--- config.mk ---
export PLATFORM = sky130hd
export DESIGN_NAME = denise_colortable_ctrl
export DESIGN_NICKNAME = d
export VERILOG_FILES = /design/src/rtl/denise_colortable_ctrl.sv
export SDC_FILE = /design/constraint.sdc
export NUM_CORES = 1
export LEC_CHECK = 0
export CAP_MARGIN = 10
export CELL_PAD_IN_SITES_DETAIL_PLACEMENT = 1
export CELL_PAD_IN_SITES_GLOBAL_PLACEMENT = 1
export CORE_ASPECT_RATIO = 0.9
export CORE_MARGIN = 8
export CORE_UTILIZATION = 39
export CTS_CLUSTER_DIAMETER = 40
export DETAILED_ROUTE_END_ITERATION = 8
export GPL_TIMING_DRIVEN = 0
export HOLD_SLACK_MARGIN = 0.15
export PLACE_DENSITY_LB_ADDON = 0.2
export SKIP_CTS_REPAIR_TIMING = 1
export SYNTH_ARGS = -nofsm -noshare
export SYNTH_HDL_FRONTEND = slang
export SYNTH_SLANG_ARGS = --single-unit
export TNS_END_PERCENT = 50
--- constraint.sdc ---
create_clock -name clk -period 2.8 [get_ports clk]
set_input_delay 0.56 -clock clk [delete_from_list [all_inputs] [get_ports clk]]
set_output_delay 0.56 -clock clk [all_outputs]
set_load 0.1 [all_outputs]
--- src/rtl/denise_colortable_ctrl.sv ---
// Write-side controller for the Denise 256x32 colour-table RAM.
// Decodes COLOR00-31 / BPLCON3 writes and queues colour updates.
// Runs LOCT read-modify-writes through a read port that it shares with the pixel path.
// Clears the whole table after reset.
module denise_colortable_ctrl #(
  parameter int unsigned STARVE_MAX = 4,
  parameter int unsigned QDEPTH     = 2
) (
  input  logic        clk,
  input  logic        reset_n,
  input  logic        reg_wr,
  input  logic [7:0]  reg_addr,
  input  logic [15:0] reg_data,
  input  logic        pix_rd_req,
  input  logic [7:0]  pix_rd_addr,
  output logic        pix_hold,
  output logic        ram_enable,
  output logic [7:0]  ram_rdaddress,
  output logic [7:0]  ram_wraddress,
  output logic        ram_wren,
  output logic [3:0]  ram_byteena,
  output logic [31:0] ram_data,
  input  logic [31:0] ram_q,
  output logic        busy,
  output logic        overflow,
  output logic        clear_done
);

  localparam int unsigned PW = (QDEPTH > 1) ? $clog2(QDEPTH) : 1;
  localparam int unsigned CW = $clog2(QDEPTH + 1);
  localparam int unsigned SW = (STARVE_MAX > 0) ? $clog2(STARVE_MAX + 1) : 1;

  typedef enum logic [2:0] {S_CLEAR, S_IDLE, S_RD, S_WAIT, S_WR} state_e;

  typedef struct packed {
    logic [7:0]  addr;
    logic        loct;
    logic [11:0] rgb;
  } entry_t;

  state_e          state_q, state_d;
  logic [7:0]      clr_q, clr_d;
  logic [2:0]      bank_q, bank_d;
  logic            loct_q, loct_d;
  logic [SW-1:0]   starve_q, starve_d;
  entry_t          fifo_q [QDEPTH];
  entry_t          fifo_d [QDEPTH];
  logic [PW-1:0]   wr_ptr_q, wr_ptr_d, rd_ptr_q, rd_ptr_d;
  logic [CW-1:0]   cnt_q, cnt_d;
  logic            overflow_q, overflow_d;
  logic            clear_done_q, clear_done_d;
  logic            wren_q, wren_d;
  logic [7:0]      wraddr_q, wraddr_d;
  logic [31:0]     data_q, data_d;

  logic   is_bpl, is_col, full, push, pop, starved, rd_grant;
  entry_t head;
  logic   unused_bits;

  assign is_bpl   = reg_wr && (reg_addr == 8'h83);
  assign is_col   = reg_wr && (reg_addr[7:5] == 3'b110);
  assign full     = (cnt_q == CW'(QDEPTH));
  assign pop      = (state_q == S_WR);
  // A full queue still accepts a push in the cycle its head is popped.
  assign push     = is_col && (!full || pop);
  assign head     = fifo_q[rd_ptr_q];
  assign starved  = (starve_q == SW'(STARVE_MAX));
  assign rd_grant = (state_q == S_RD) && (!pix_rd_req || starved);

  assign pix_hold      = (state_q == S_RD) && pix_rd_req && starved;
  assign ram_rdaddress = rd_grant ? head.addr : pix_rd_addr;
  assign ram_enable    = 1'b1;
  assign ram_byteena   = 4'b1111;
  assign ram_wren      = wren_q;
  assign ram_wraddress = wraddr_q;
  assign ram_data      = data_q;
  assign overflow      = overflow_q;
  assign clear_done    = clear_done_q;
  assign busy          = (cnt_q != '0) || (state_q != S_IDLE);
  assign unused_bits   = ^{ram_q[31:24], ram_q[19:16], ram_q[11:8], ram_q[3:0], reg_data[12]};

  always_comb begin
    bank_d     = bank_q;
    loct_d     = loct_q;
    fifo_d     = fifo_q;
    wr_ptr_d   = wr_ptr_q;
    rd_ptr_d   = rd_ptr_q;
    cnt_d      = cnt_q;
    overflow_d = overflow_q | (is_col && full && !pop);

    if (is_bpl) begin
      bank_d = reg_data[15:13];
      loct_d = reg_data[9];
    end
    if (push) begin
      fifo_d[wr_ptr_q] = '{addr: {bank_q, reg_addr[4:0]}, loct: loct_q, rgb: reg_data[11:0]};
      wr_ptr_d = (wr_ptr_q == PW'(QDEPTH - 1)) ? '0 : wr_ptr_q + 1'b1;
    end
    if (pop) begin
      rd_ptr_d = (rd_ptr_q == PW'(QDEPTH - 1)) ? '0 : rd_ptr_q + 1'b1;
    end
    case ({push, pop})
      2'b10:   cnt_d = cnt_q + 1'b1;
      2'b01:   cnt_d = cnt_q - 1'b1;
      default: cnt_d = cnt_q;
    endcase
  end

  always_comb begin
    state_d      = state_q;
    clr_d        = clr_q;
    starve_d     = starve_q;
    clear_done_d = clear_done_q;
    wren_d       = 1'b0;
    wraddr_d     = wraddr_q;
    data_d       = data_q;
    case (state_q)
      S_CLEAR: begin
        wren_d   = 1'b1;
        wraddr_d = clr_q;
        data_d   = '0;
        clr_d    = clr_q + 1'b1;
        if (clr_q == 8'hFF) state_d = S_IDLE;
      end
      S_IDLE: begin
        clear_done_d = 1'b1;
        if (cnt_q != '0) begin
          if (head.loct) begin
            state_d = S_RD;
          end else begin
            state_d  = S_WR;
            wren_d   = 1'b1;
            wraddr_d = head.addr;
            data_d   = {8'h00, head.rgb[11:8], head.rgb[11:8], head.rgb[7:4],
                        head.rgb[7:4], head.rgb[3:0], head.rgb[3:0]};
          end
        end
      end
      S_RD: begin
        if (rd_grant) begin
          state_d  = S_WAIT;
          starve_d = '0;
        end else begin
          starve_d = starve_q + 1'b1;
        end
      end
      S_WAIT: begin
        state_d  = S_WR;
        wren_d   = 1'b1;
        wraddr_d = head.addr;
        data_d   = {8'h00, ram_q[23:20], head.rgb[11:8], ram_q[15:12],
                    head.rgb[7:4], ram_q[7:4], head.rgb[3:0]};
      end
      S_WR:    state_d = S_IDLE;
      default: state_d = S_IDLE;
    endcase
  end

  always_ff @(posedge clk or negedge reset_n) begin
    if (!reset_n) begin
      state_q      <= S_CLEAR;
      clr_q        <= '0;
      bank_q       <= '0;
      loct_q       <= 1'b0;
      starve_q     <= '0;
      for (int unsigned i = 0; i < QDEPTH; i++) fifo_q[i] <= '0;
      wr_ptr_q     <= '0;
      rd_ptr_q     <= '0;
      cnt_q        <= '0;
      overflow_q   <= 1'b0;
      clear_done_q <= 1'b0;
      wren_q       <= 1'b0;
      wraddr_q     <= '0;
      data_q       <= '0;
    end else begin
      state_q      <= state_d;
      clr_q        <= clr_d;
      bank_q       <= bank_d;
      loct_q       <= loct_d;
      starve_q     <= starve_d;
      fifo_q       <= fifo_d;
      wr_ptr_q     <= wr_ptr_d;
      rd_ptr_q     <= rd_ptr_d;
      cnt_q        <= cnt_d;
      overflow_q   <= overflow_d;
      clear_done_q <= clear_done_d;
      wren_q       <= wren_d;
      wraddr_q     <= wraddr_d;
      data_q       <= data_d;
    end
  end

endmodule
==> flow_summary.html <==
<table>
<tr><th>Metric</th><th>Value</th></tr>
<tr><th colspan="2">Status</th></tr>
<tr><td>Status</td><td>complete, no violations</td></tr>
<tr><th colspan="2">Timing</th></tr>
<tr><td>Maximum operating frequency</td><td>around 0.37 GHz</td></tr>
<tr><td>Final period demand of the worst path</td><td>~2.7 ns</td></tr>
<tr><td>Max Transition Viols Final</td><td>0</td></tr>
<tr><td>Worst Hold Margin</td><td>between 0.15 and 0.2 ns</td></tr>
<tr><td>Final hold violation count</td><td>0</td></tr>
<tr><td>Least setup slack across all paths after layout</td><td>~0.083 ns</td></tr>
<tr><td>Headroom to the max-slew limit</td><td>slightly below 30%</td></tr>
<tr><td>Final Cycle Share</td><td>97.03%</td></tr>
<tr><td>RSZ-0062 raised after global routing</td><td>no</td></tr>
<tr><td>Number of failing setup endpoints in the final timing report</td><td>0</td></tr>
<tr><td>Worst clock skew on the final layout</td><td>0.007199 ns</td></tr>
<tr><td>Transition at the pin with the smallest max-transition slack</td><td>between 1 and 1.5 ns</td></tr>
<tr><th colspan="2">Worst setup path</th></tr>
<tr><td>Cell-by-cell listing of the critical path</td><td>or3b_4, nor2_4, buf_6, mux2_2, buf_12</td></tr>
<tr><td>Data required time of the critical path</td><td>~2.2 ns</td></tr>
<tr><td>Kind of start point of the critical path</td><td>flip-flop</td></tr>
<tr><td>Worst setup path startpoint</td><td>state_q[0]</td></tr>
<tr><td>Worst EP arrival</td><td>~2.2 ns</td></tr>
<tr><td>Crit. End Element</td><td>output port</td></tr>
<tr><td>Max stage delay on crit path</td><td>between 0.4 and 0.5 ns</td></tr>
<tr><td>Path depth of the worst reg2reg path</td><td>4</td></tr>
<tr><td>Largest fanout of any net on the critical path</td><td>11</td></tr>
<tr><td>Flop-to-flop setup slack</td><td>0.56 ns</td></tr>
<tr><td>Worst Setup EP</td><td>ram_rdaddress[7]</td></tr>
<tr><td>Slowest cell on the critical path</td><td>sky130_fd_sc_hd__dfrtp_2</td></tr>
<tr><td>Crit Reg-Reg Startpoint</td><td>rd_ptr_q</td></tr>
<tr><td>Worst reg2reg endpoint</td><td>ram_wraddress[3]</td></tr>
<tr><td>Class of the most critical setup path</td><td>flip-flop to output port</td></tr>
<tr><th colspan="2">Die</th></tr>
<tr><td>Vertical die dimension</td><td>between 100 and 150 um</td></tr>
<tr><td>Starting Density</td><td>roughly two fifths</td></tr>
<tr><td>Number of core rows</td><td>38</td></tr>
<tr><td>Number of placed I/O pins</td><td>126</td></tr>
<tr><td>Die Width</td><td>between 100 and 150 um</td></tr>
<tr><td>Floorplan Core Area</td><td>~12,000 sq um</td></tr>
<tr><td>DIE AREA</td><td>16,320 sq um</td></tr>
<tr><th colspan="2">Synthesis</th></tr>
<tr><td>Cell area after synthesis</td><td>approximately 5000 sq um</td></tr>
<tr><td>Synth Area in Simple Gates</td><td>under 10%</td></tr>
<tr><td>Post-synth top cells</td><td>99 x sky130_fd_sc_hd__dfrtp_1, 67 x sky130_fd_sc_hd__mux2_2, 23 x sky130_fd_sc_hd__inv_1</td></tr>
<tr><td>EDFF count, synth</td><td>0</td></tr>
<tr><td>Library cells used by synthesis</td><td>46</td></tr>
<tr><td>Syn_area_per_cell</td><td>around 13 sq um</td></tr>
<tr><td>Post-synth top area share</td><td>about half</td></tr>
<tr><td>Dominant combinational cell family by area after synthesis</td><td>multiplexers</td></tr>
<tr><td>Mux cell area share after synthesis</td><td>between 20% and 30%</td></tr>
<tr><td>Flop and latch count out of synthesis</td><td>99</td></tr>
<tr><td>Sequential-to-total area share from yosys stat</td><td>between 50% and 60%</td></tr>
<tr><td>Synthesized netlist cell count</td><td>between 300 and 400</td></tr>
<tr><td>Adder and majority cell fraction of the synthesized area</td><td>1.028%</td></tr>
<tr><td>Cell type with the largest total area after synthesis</td><td>sky130_fd_sc_hd__dfrtp_1</td></tr>
<tr><td>Cell with the most instances after synthesis</td><td>sky130_fd_sc_hd__dfrtp_1</td></tr>
<tr><td>Cell types occupying the most area after synthesis</td><td>sky130_fd_sc_hd__dfrtp_1 51%, sky130_fd_sc_hd__mux2_2 16%, sky130_fd_sc_hd__mux2_4 6.2%</td></tr>
<tr><td>Async set-reset flop share out of synthesis</td><td>100.0%</td></tr>
<tr><td>Most frequently used flop master after synthesis</td><td>sky130_fd_sc_hd__dfrtp_1</td></tr>
<tr><td>Fraction of the mapped netlist area in compound gates</td><td>between 4 and 5%</td></tr>
<tr><td>Yosys warns</td><td>0</td></tr>
<tr><td>Share of the synthesized netlist area taken by xor and xnor gates</td><td>around 2.2%</td></tr>
<tr><th colspan="2">Clock network</th></tr>
<tr><td>Post-CTS clock slew at the launch and capture registers of the worst setup and hold paths</td><td>approximately 0.070 ns</td></tr>
<tr><td>Root Driver</td><td>sky130_fd_sc_hd__clkbuf_16</td></tr>
<tr><td>Number of clock buffers inserted by TritonCTS</td><td>9</td></tr>
<tr><td>Worst skew pair latency</td><td>roughly 0.35 ns</td></tr>
<tr><td>Number of sinks on the clock net</td><td>around 100</td></tr>
<tr><td>Clock H-tree levels</td><td>3</td></tr>
<tr><td>CTS tree</td><td>done</td></tr>
<tr><td>Maximum clock insertion buffer count</td><td>2</td></tr>
<tr><th colspan="2">Global routing</th></tr>
<tr><td>Via count of the first global-routing pass</td><td>3,784</td></tr>
<tr><td>Antenna violations before repair</td><td>0</td></tr>
<tr><td>Met3 track demand over resource in global routing</td><td>under 10%</td></tr>
<tr><td>Met2 routing resource usage after global routing</td><td>26.58%</td></tr>
<tr><td>Global route hottest layer</td><td>met2</td></tr>
<tr><td>Largest net degree at the start of global routing</td><td>66</td></tr>
<tr><td>Grt ovf</td><td>0</td></tr>
<tr><td>First-pass GRT wire length</td><td>about 21 mm</td></tr>
<tr><td>Met1 track demand over resource in global routing</td><td>approximately 20%</td></tr>
<tr><td>Total routing usage reported by global routing</td><td>approximately 16%</td></tr>
<tr><th colspan="2">Final layout</th></tr>
<tr><td>Area taken by multi-input logic gates</td><td>approximately 2100 sq um</td></tr>
<tr><td>Fraction of final layout cells with drive strength greater than 1</td><td>between 30% and 40%</td></tr>
<tr><td>Filler cells</td><td>roughly 1.3k</td></tr>
<tr><td>Final-stage net count</td><td>approximately 560</td></tr>
<tr><td>Final core occ</td><td>52.49%</td></tr>
<tr><td>Layout overhead on the synthesized area</td><td>30.75%</td></tr>
<tr><td>Register Area</td><td>2479 sq um</td></tr>
<tr><td>Number of antenna diodes</td><td>0</td></tr>
<tr><th colspan="2">Pwr</th></tr>
<tr><td>Leakage power summed over all cells</td><td>2.919 nW</td></tr>
<tr><td>Power share of the combinational group</td><td>about half</td></tr>
<tr><td>Fraction of power spent switching nets</td><td>between 40% and 50%</td></tr>
<tr><td>Clock network fraction of total power</td><td>16.4%</td></tr>
<tr><td>Total net switching power</td><td>0.003380 W</td></tr>
<tr><td>Total power density per cell area</td><td>1156 nW/um^2</td></tr>
<tr><td>Internal power of the cells</td><td>~0.0040 W</td></tr>
<tr><td>VDD IR-drop max</td><td>approximately 0.93 mV</td></tr>
<tr><td>Sequential cell fraction of total power</td><td>31.8%</td></tr>
<tr><th colspan="2">Drt</th></tr>
<tr><td>DRC violation count after routing</td><td>0</td></tr>
<tr><td>Routed len/inst</td><td>around 19 um</td></tr>
<tr><td>Number of detailed-route iterations in the first pass</td><td>4</td></tr>
<tr><td>Antenna Violating Nets Remaining</td><td>0</td></tr>
<tr><td>Number of violations reported at the end of detailed-routing iteration 0</td><td>136</td></tr>
<tr><td>Via count normalized by instance count</td><td>between 4 and 5</td></tr>
<tr><td>Post-detailed-routing wire length</td><td>12.39 mm</td></tr>
<tr><td>Vias after detailed routing</td><td>approximately 3.3k</td></tr>
<tr><th colspan="2">Place</th></tr>
<tr><td>Number of port buffers</td><td>91</td></tr>
<tr><td>DP HPWL</td><td>9.055 mm</td></tr>
<tr><td>Final GP Congestion</td><td>between 0.7 and 0.8</td></tr>
<tr><td>Pre-CTS setup slack</td><td>-1.016 ns</td></tr>
<tr><th colspan="2">Job</th></tr>
<tr><td>Max Cap Violations</td><td>0</td></tr>
<tr><th colspan="2">Min path</th></tr>
<tr><td>Type of the most critical hold path</td><td>input pin to async pin</td></tr>
</table>
[worst min-delay path by stage]
stage,from,endpoint
finish,reset_n,ram_data[15]
global placement,overflow,overflow
global route,reset_n,ram_data[15]
detailed placement,overflow,overflow
CTS,reset_n,ram_wren
floorplan,reset_n,bank_q[0]
[stage by stage]
step	cells	TNS [ns]	cell area [sq um]	total power, W
after floorplan	387	0	4908	0.005196
after global placement	638	-263.13	6020	0.006057
after detailed placement	639	-8.242	6045	0.006174
after CTS	655	-9.063	6332	0.007424
after global routing	656	0	6364	0.007758
final	656	0	6364	0.007353
[power groups by stage]
stage / Combinational, W / Sequential, W / Clock (W)
2_1_floorplan: 0.00163 / 0.00356 / 0
3_3_place_gp: 0.00375 / 0.00231 / 0
3_5_place_dp: 0.00383 / 0.00235 / 0
4_1_cts: 0.00385 / 0.00233 / 0.00124
5_1_grt: 0.00403 / 0.00242 / 0.00131
6_report: 0.00381 / 0.00234 / 0.00121
[placed cells by master, fill, tap and decap left out, types with 10 or more instances in the layout]
cell and n:
sky130_fd_sc_hd__nand2b_1 10, sky130_fd_sc_hd__mux2_2 67, sky130_fd_sc_hd__xnor2_1 10, sky130_fd_sc_hd__inv_1 23, sky130_fd_sc_hd__clkdlybuf4s50_1 80, sky130_fd_sc_hd__dfrtp_1 98
sky130_fd_sc_hd__conb_1 13, sky130_fd_sc_hd__mux2i_1 20, sky130_fd_sc_hd__mux2_4 20, sky130_fd_sc_hd__buf_4 20, sky130_fd_sc_hd__nand2_1 12
[routing by layer]
layer	share of wire, %	up-vias
li1	-	1510
met1	45	1638
met2	47	89
met3	6.5	15
met4	1.3	0
met5	0	-
[sequential cells by signal, summed over array words and instances (netlist names)]
| signal | count |
|---|---|
| fifo_q | 42 |
| ram_data | 24 |
| clr_q | 8 |
| ram_wraddress | 8 |
| bank_q | 3 |
| starve_q | 3 |
| state_q | 3 |
| cnt_q | 2 |
| clear_done | 1 |
| loct_q | 1 |
| overflow | 1 |
| ram_wren | 1 |
| rd_ptr_q | 1 |
| wr_ptr_q | 1 |
[cell families (layout without fill, tap and decap cells)]
kind of cell / after synthesis / after routing
and+or+nand+nor: 61 / 61
AOI/OAI and AO/OA: 26 / 26
xor gates and xnor gates: 12 / 12
adders and majority gates: 4 / 4
buffers and inverters: 56 / 165
other: 2 / 13
DFF: 99 / 99
muxes: 116 / 116
[area by class of cell]
class / count / share of cell area [%]
Tap cell: 160 / 3.146
Sequential cell: 99 / 38.95
Clock buffer: 11 / 3.972
Buffer: 32 / 3.519
Inverter: 23 / 1.357
Clock inverter: 5 / 0.5505
Multi-Input combinational cell: 232 / 33.66
Timing Repair Buffer: 94 / 14.84
[worst max-delay path: cells and delay by family, from the launching register on]
family | cells | cell delay (ns)
buffers and inverters | 2 | 0.31
flip-flops | 1 | 0.48
multiplexers | 1 | 0.34
AND/OR/NAND/NOR | 2 | 0.67
(Power assumes the default switching activity.)
